==> config.mk <==
export PLATFORM = sky130hd
export DESIGN_NAME = rio_tx
export DESIGN_NICKNAME = d
export VERILOG_FILES = /design/src/rtl/rio_tx.sv
export SDC_FILE = /design/constraint.sdc
export NUM_CORES = 1
export LEC_CHECK = 0
export CORE_ASPECT_RATIO = 0.75
export CORE_MARGIN = 10
export CORE_UTILIZATION = 63
export DETAILED_ROUTE_END_ITERATION = 8
export GPL_TIMING_DRIVEN = 0
export MAX_ROUTING_LAYER = met4
export PLACE_DENSITY = 0.84
export SLEW_MARGIN = 10
export SYNTH_ARGS = -nofsm -noshare
export SYNTH_HDL_FRONTEND = slang
export SYNTH_SLANG_ARGS = --single-unit
==> constraint.sdc <==
create_clock -name clk -period 4.2 [get_ports clk]
set_input_delay 0.63 -clock clk [delete_from_list [all_inputs] [get_ports clk]]
set_output_delay 0.63 -clock clk [all_outputs]
set_load 0.01 [all_outputs]
==> src/rtl/rio_tx.sv <==
// rio_tx: serial output stage for the I/O register of the 8-bit core.
//
// The block watches the register-file write port. Every write to register IO_REG is pushed
// into a small circular FIFO. Queued bytes leave on `tx` as UART 8N1 frames, LSB first.
// When bytes are waiting, frames go out back to back with no idle gap between them.
//
// Parameters:
//   CLKS_PER_BIT - clock cycles per serial bit (>= 2)
//   DEPTH        - FIFO entries (power of two, >= 2)
//   IO_REG       - register index treated as the I/O port
//
// Ports:
//   clk          in   rising-edge clock
//   rst_n        in   asynchronous active-low reset
//   write_enable in   register-file write strobe
//   dst[2:0]     in   register-file write destination
//   wr_data[7:0] in   register-file write data
//   clr_overflow in   synchronous clear of overflow (a drop in the same cycle wins)
//   tx           out  serial line, idle high, driven from a flop
//   busy         out  frame in flight or FIFO non-empty
//   full         out  FIFO holds DEPTH entries
//   overflow     out  sticky, a push was dropped
module rio_tx #(
   parameter int unsigned CLKS_PER_BIT = 16,
   parameter int unsigned DEPTH        = 4,
   parameter int unsigned IO_REG       = 7
) (
   input  logic       clk,
   input  logic       rst_n,
   input  logic       write_enable,
   input  logic [2:0] dst,
   input  logic [7:0] wr_data,
   input  logic       clr_overflow,
   output logic       tx,
   output logic       busy,
   output logic       full,
   output logic       overflow
);

   localparam int unsigned BaudW = (CLKS_PER_BIT > 1) ? $clog2(CLKS_PER_BIT) : 1;
   localparam int unsigned PtrW  = $clog2(DEPTH);
   localparam int unsigned CntW  = $clog2(DEPTH + 1);

   localparam logic [BaudW-1:0] BaudLast = BaudW'(CLKS_PER_BIT - 1);
   localparam logic [CntW-1:0]  CntFull  = CntW'(DEPTH);
   localparam logic [2:0]       IoReg    = 3'(IO_REG);

   typedef enum logic [1:0] {
      StIdle,
      StStart,
      StData,
      StStop
   } state_e;

   state_e            state_q, state_d;
   logic [BaudW-1:0]  baud_q, baud_d;
   logic [2:0]        bit_q, bit_d;
   logic [7:0]        shift_q, shift_d;
   logic              tx_q, tx_d;
   logic [7:0]        mem_q [DEPTH];
   logic [PtrW-1:0]   wr_ptr_q, rd_ptr_q;
   logic [CntW-1:0]   count_q, count_d;
   logic              overflow_q, overflow_d;

   logic push_req, push, pop, drop;
   logic baud_end, fifo_empty, fifo_full;

   assign fifo_empty = (count_q == '0);
   assign fifo_full  = (count_q == CntFull);
   assign baud_end   = (baud_q == BaudLast);

   // A push into a full FIFO is still accepted when the FSM pops in the same cycle.
   assign push_req = write_enable && (dst == IoReg);
   assign push     = push_req && (!fifo_full || pop);
   assign drop     = push_req && !push;

   // ---------------------------------------------------------------- transmit FSM
   always_comb begin
      state_d = state_q;
      baud_d  = baud_q + BaudW'(1);
      bit_d   = bit_q;
      shift_d = shift_q;
      pop     = 1'b0;
      unique case (state_q)
         StIdle: begin
            baud_d = '0;
            if (!fifo_empty) begin
               pop     = 1'b1;
               shift_d = mem_q[rd_ptr_q];
               state_d = StStart;
            end
         end
         StStart: begin
            if (baud_end) begin
               baud_d  = '0;
               bit_d   = '0;
               state_d = StData;
            end
         end
         StData: begin
            if (baud_end) begin
               baud_d  = '0;
               shift_d = {1'b0, shift_q[7:1]};
               if (bit_q == 3'd7) begin
                  state_d = StStop;
               end else begin
                  bit_d = bit_q + 3'd1;
               end
            end
         end
         StStop: begin
            if (baud_end) begin
               baud_d = '0;
               // Chain straight into the next start bit when more data is queued.
               if (!fifo_empty) begin
                  pop     = 1'b1;
                  shift_d = mem_q[rd_ptr_q];
                  state_d = StStart;
               end else begin
                  state_d = StIdle;
               end
            end
         end
         default: begin
            baud_d  = '0;
            state_d = StIdle;
         end
      endcase
   end

   // Line level is computed from the next state so tx changes on the same edge as the state.
   always_comb begin
      tx_d = 1'b1;
      unique case (state_d)
         StStart: tx_d = 1'b0;
         StData:  tx_d = shift_d[0];
         default: tx_d = 1'b1;
      endcase
   end

   // ---------------------------------------------------------------- FIFO bookkeeping
   always_comb begin
      count_d = count_q;
      unique case ({push, pop})
         2'b10:   count_d = count_q + CntW'(1);
         2'b01:   count_d = count_q - CntW'(1);
         default: count_d = count_q;
      endcase
   end

   always_comb begin
      overflow_d = overflow_q;
      if (drop) begin
         overflow_d = 1'b1;
      end else if (clr_overflow) begin
         overflow_d = 1'b0;
      end
   end

   always_ff @(posedge clk or negedge rst_n) begin
      if (!rst_n) begin
         state_q    <= StIdle;
         baud_q     <= '0;
         bit_q      <= '0;
         shift_q    <= '0;
         tx_q       <= 1'b1;
         wr_ptr_q   <= '0;
         rd_ptr_q   <= '0;
         count_q    <= '0;
         overflow_q <= 1'b0;
      end else begin
         state_q    <= state_d;
         baud_q     <= baud_d;
         bit_q      <= bit_d;
         shift_q    <= shift_d;
         tx_q       <= tx_d;
         count_q    <= count_d;
         overflow_q <= overflow_d;
         if (push) begin
            wr_ptr_q <= wr_ptr_q + PtrW'(1);
         end
         if (pop) begin
            rd_ptr_q <= rd_ptr_q + PtrW'(1);
         end
      end
   end

   // Storage needs no reset: entries are only read after being written.
   always_ff @(posedge clk) begin
      if (push) begin
         mem_q[wr_ptr_q] <= wr_data;
      end
   end

   assign tx       = tx_q;
   assign busy     = (state_q != StIdle) || !fifo_empty;
   assign full     = fifo_full;
   assign overflow = overflow_q;

endmodule

==> metrics.json <==
{
  "grt_antenna_before_repair": {"value": 0},
  "setup_repair_after_global_routing_missed_its_margin": {"value": "no"},
  "core-area": {"value": 0.00418, "unit": "sq mm"},
  "synth_simple_gate_area_share": {"value": 11.3, "unit": "%"},
  "synth_compound_area_share": {"value": 12.9, "unit": "%"},
  "grt_first_pass_wirelength": {"value": 9250, "unit": "um"},
  "synth.top_cells.by_area": {"value": "sky130_fd_sc_hd__edfxtp_1, sky130_fd_sc_hd__dfrtp_1, sky130_fd_sc_hd__mux4_1, sky130_fd_sc_hd__ha_1, sky130_fd_sc_hd__nand3_1"},
  "synth_flop_cell": {"value": "sky130_fd_sc_hd__edfxtp_1"},
  "timing.clock.skew": {"value": 8.31, "unit": "ps"},
  "timing.final.setup_violations": {"value": 0},
  "synthArstFlopShare": {"value": 44.8, "unit": "%"},
  "deepest_level_of_the_cts_h_tree": {"value": 3},
  "clock_tree.buffer_depth": {"value": 2},
  "maxSlewViolCount": {"value": 0},
  "wire_per_inst": {"value": 17.6, "unit": "um"},
  "yosys.area_share.xor_xnor": {"value": 1.87, "unit": "%"},
  "number_of_synthesized_register_bits": {"value": 58},
  "detailroute.via_count": {"value": 1843},
  "cp_top_family": {"value": "buffers and inverters"},
  "routed_wl": {"value": 5350, "unit": "um"},
  "grt_start_max_net_pins": {"value": 27},
  "antenna_cells_inserted": {"value": 0},
  "die_area": {"value": 0.00756, "unit": "sq mm"},
  "power.density_cell_area": {"value": 601, "unit": "mW/mm^2"},
  "area_delta_synth_final": {"value": 15.9, "unit": "%"},
  "worstSkewPairLatency": {"value": 340, "unit": "ps"},
  "die_width": {"value": 97.1, "unit": "um"},
  "synthDominantAreaCellType": {"value": "sky130_fd_sc_hd__edfxtp_1"},
  "layout.area.seq": {"value": 0.00161, "unit": "sq mm"},
  "cts_buffers": {"value": 9},
  "arrival": {"value": 2200, "unit": "ps"},
  "finalHoldViolations": {"value": 0},
  "routabilityCongestion": {"value": 0.819},
  "start_util": {"value": 67.2, "unit": "%"},
  "tritoncts_num_sinks": {"value": 58},
  "die_height": {"value": 77.8, "unit": "um"},
  "synthAdderAreaFrac": {"value": 6.06, "unit": "%"},
  "place.port_buffers": {"value": 18},
  "synth_mux_area_share": {"value": 7.35, "unit": "%"},
  "worstPathMaxFanout": {"value": 10},
  "synth_nets": {"value": 243},
  "setup_tns": {"value": 0, "unit": "ps"},
  "drt_iter0_markers": {"value": 185},
  "hpwlAfterDp": {"value": 3750, "unit": "um"},
  "hold_path_class": {"value": "in -> async"},
  "clockRootBuffer": {"value": "sky130_fd_sc_hd__clkbuf_8"},
  "via_count_of_the_first_global_routing_pass": {"value": 1873},
  "cts_tree": {"value": "yes"},
  "tightest_slew": {"value": 601, "unit": "ps"},
  "synthCells": {"value": 215},
  "syn_avg_cell_area": {"value": 13.1, "unit": "sq um"},
  "critical_path.slowest_cell": {"value": "sky130_fd_sc_hd__clkdlybuf4s50_1"},
  "routed_via_density": {"value": 6.06},
  "run_status": {"value": "finished, final reports clean"},
  "drc": {"value": 0},
  "grt_remaining_overflow": {"value": 0},
  "min_period": {"value": 2830, "unit": "ps"},
  "post_cts_clock_slew_at_the_launch_and_capture_registers_of_the_worst_setup_and_hold_paths": {"value": 70, "unit": "ps"},
  "multi_input_area": {"value": 0.00111, "unit": "sq mm"},
  "mappedNetlistArea": {"value": 0.00281, "unit": "sq mm"},
  "cap_violations": {"value": 0},
  "yosys.cell_types.count": {"value": 49},
  "synth_top_family_by_area": {"value": "compound AO/OA/AOI/OAI gates"},
  "cts-resized-gates": {"value": 0},
  "final_nets": {"value": 272},
  "layout_cells_sized_above_1": {"value": 12.4, "unit": "%"},
  "leakagePower": {"value": 1.29, "unit": "nW"},
  "synth_seq_area_share": {"value": 57.4, "unit": "%"},
  "detail-route-antenna-nets": {"value": 0},
  "max-vdd-ir-drop": {"value": 0.373, "unit": "mV"},
  "cts_hold_buffers": {"value": 0},
  "critical_path_buf_inv_count": {"value": 2},
  "relSlewSlack": {"value": 59.9, "unit": "%"},
  "fmax": {"value": 353, "unit": "MHz"},
  "timing.final.crit_share": {"value": 67.4, "unit": "%"},
  "nature_of_the_critical_path_startpoint": {"value": "flop"},
  "floorplan.io_pins": {"value": 19},
  "post_cts_buffers": {"value": 0},
  "rows": {"value": 20},
  "cp_data_required_time": {"value": 3570, "unit": "ps"},
  "n_fill_cell": {"value": 234},
  "finalPower": {"value": 1.96, "unit": "mW"},
  "netlist.area_leader.share": {"value": 34.2, "unit": "%"},
  "crit_path_max_incr_delay": {"value": 500, "unit": "ps"},
  "detail_route.first_pass.iterations": {"value": 4},
  "groute.usage.overall": {"value": 15.7, "unit": "%"},
  "critical_path_class": {"value": "reg -> out"},
  "yosysWarnings": {"value": 0},
  "worstPathCellList": {"value": "nor3_1 -> clkbuf_1 -> nand2_1 -> clkdlybuf4s50_1"},
  "end_kind": {"value": "primary output"},
  "edff_count_synth": {"value": 32}
}
==> cell usage after synthesis (all sizes together) (2+ instances only) <==
cell type / number
dfrtp: 25
edfxtp: 32
a22o: 11
nand3: 21
a2111oi: 2
mux4: 8
ha: 12
buf: 5
xnor2: 4
a21oi: 10
clkbuf: 5
inv: 10
nor2: 9
nand2: 16
xor2: 2
o21ai: 8
nand2b: 2
nor3: 5
and2: 4
a21o: 2
==> layout by cell type, fill, tap and decap left out, types with 2 or more instances in the layout <==
| cell | n |
|---|---|
| sky130_fd_sc_hd__nand2b_1 | 2 |
| sky130_fd_sc_hd__clkinvlp_4 | 3 |
| sky130_fd_sc_hd__nor2_1 | 9 |
| sky130_fd_sc_hd__edfxtp_1 | 32 |
| sky130_fd_sc_hd__clkdlybuf4s50_1 | 17 |
| sky130_fd_sc_hd__nor3_1 | 5 |
| sky130_fd_sc_hd__o21ai_0 | 7 |
| sky130_fd_sc_hd__xor2_1 | 2 |
| sky130_fd_sc_hd__and2_1 | 4 |
| sky130_fd_sc_hd__a21oi_1 | 7 |
| sky130_fd_sc_hd__nand2_1 | 16 |
| sky130_fd_sc_hd__a22o_1 | 11 |
| sky130_fd_sc_hd__clkbuf_8 | 9 |
| sky130_fd_sc_hd__inv_1 | 10 |
| sky130_fd_sc_hd__ha_1 | 12 |
| sky130_fd_sc_hd__dfrtp_1 | 25 |
| sky130_fd_sc_hd__a21oi_2 | 3 |
| sky130_fd_sc_hd__mux4_1 | 7 |
| sky130_fd_sc_hd__nand3_1 | 21 |
| sky130_fd_sc_hd__buf_2 | 4 |
| sky130_fd_sc_hd__xnor2_1 | 4 |
| sky130_fd_sc_hd__clkinv_4 | 2 |
| sky130_fd_sc_hd__clkbuf_1 | 5 |
==> through the flow <==
| step | hold WS, ps | instances | util, % | instance area (sq um) | worst slack, ps |
|---|---|---|---|---|---|
| 2_1_floorplan | 334 | 215 | - | 2810 | 1890 |
| 3_3_place_gp | 478 | 288 | 73.2 | 3060 | 1590 |
| 3_5_place_dp | 499 | 288 | 73.2 | 3060 | 1560 |
| 4_1_cts | 509 | 304 | 78.0 | 3260 | 1370 |
| 5_1_grt | 328 | 304 | 77.9 | 3260 | 1180 |
| 6_report | 288 | 304 | 77.9 | 3260 | 1370 |
==> kinds of logic (layout without fill, tap and decap cells) <==
group,count (synthesis),after routing
multiplexers,8,8
AND/OR/NAND/NOR,65,65
AO/OA/AOI/OAI,45,45
flip-flops,58,58
XOR/XNOR,6,6
adder cells (fa/ha/maj),13,13
buffers and inverters,20,54
==> final timing paths <==
check | slack [ps] | start | cells past startpoint | to
worst max-delay path | 1370 | count_q[2] | 4 | busy
worst min-delay path | 290 | rst_n | 1 | baud_q[0]
worst min register to register | 520 | baud_q[0] | 1 | baud_q[0]
max in group asynchronous | 3520 | rst_n | 1 | shift_q[0]
worst max register to register | 1520 | state_q[0] | 10 | count_q[1]
min in group clk | 520 | baud_q[0] | 1 | baud_q[0]
==> sequential cells by signal, summed over array words and instances, names as in the netlist <==
| register | cells |
|---|---|
| baud_q | 4 |
| tx | 1 |
| wr_ptr_q | 2 |
| overflow | 1 |
| bit_q | 3 |
| shift_q | 8 |
| mem_q | 32 |
| count_q | 3 |
| rd_ptr_q | 2 |
| state_q | 2 |
==> area by class of cell <==
class,instances,area share [%]
Clock inverter,7,2.42
Inverter,10,1.15
Tap cell,55,2.11
Clock buffer,9,3.80
Timing Repair Buffer,18,5.38
Multi-Input combinational cell,137,34.1
Buffer,10,1.50
Sequential cell,58,49.5
==> worst register-to-register path: stages (launching register included) <==
cell	delay, ps
sky130_fd_sc_hd__dfrtp_1	460
sky130_fd_sc_hd__inv_1	120
sky130_fd_sc_hd__ha_1	250
sky130_fd_sc_hd__a41o_1	280
sky130_fd_sc_hd__nand2b_1	90
sky130_fd_sc_hd__clkbuf_1	320
sky130_fd_sc_hd__nor2_1	140
sky130_fd_sc_hd__nand2_1	110
sky130_fd_sc_hd__fa_1	450
sky130_fd_sc_hd__a211oi_1	210
sky130_fd_sc_hd__a2bb2oi_1	170
==> routing by layer <==
layer / track usage [%] / routed length (um) / up-vias
met4: 7.06 / 87 / 0
met5: - / 0 / -
li1: - / - / 876
met3: 4.60 / 310 / 7
met2: 23.7 / 2570 / 59
met1: 19.0 / 2370 / 901
==> power breakdown <==
group,leakage [nW],switching [mW],total (mW),internal (mW)
clock network,0.0921,0.236,0.513,0.277
logic,0.566,0.391,0.688,0.296
registers,0.629,0.0696,0.755,0.686
Power figures use the tool's default switching activity.
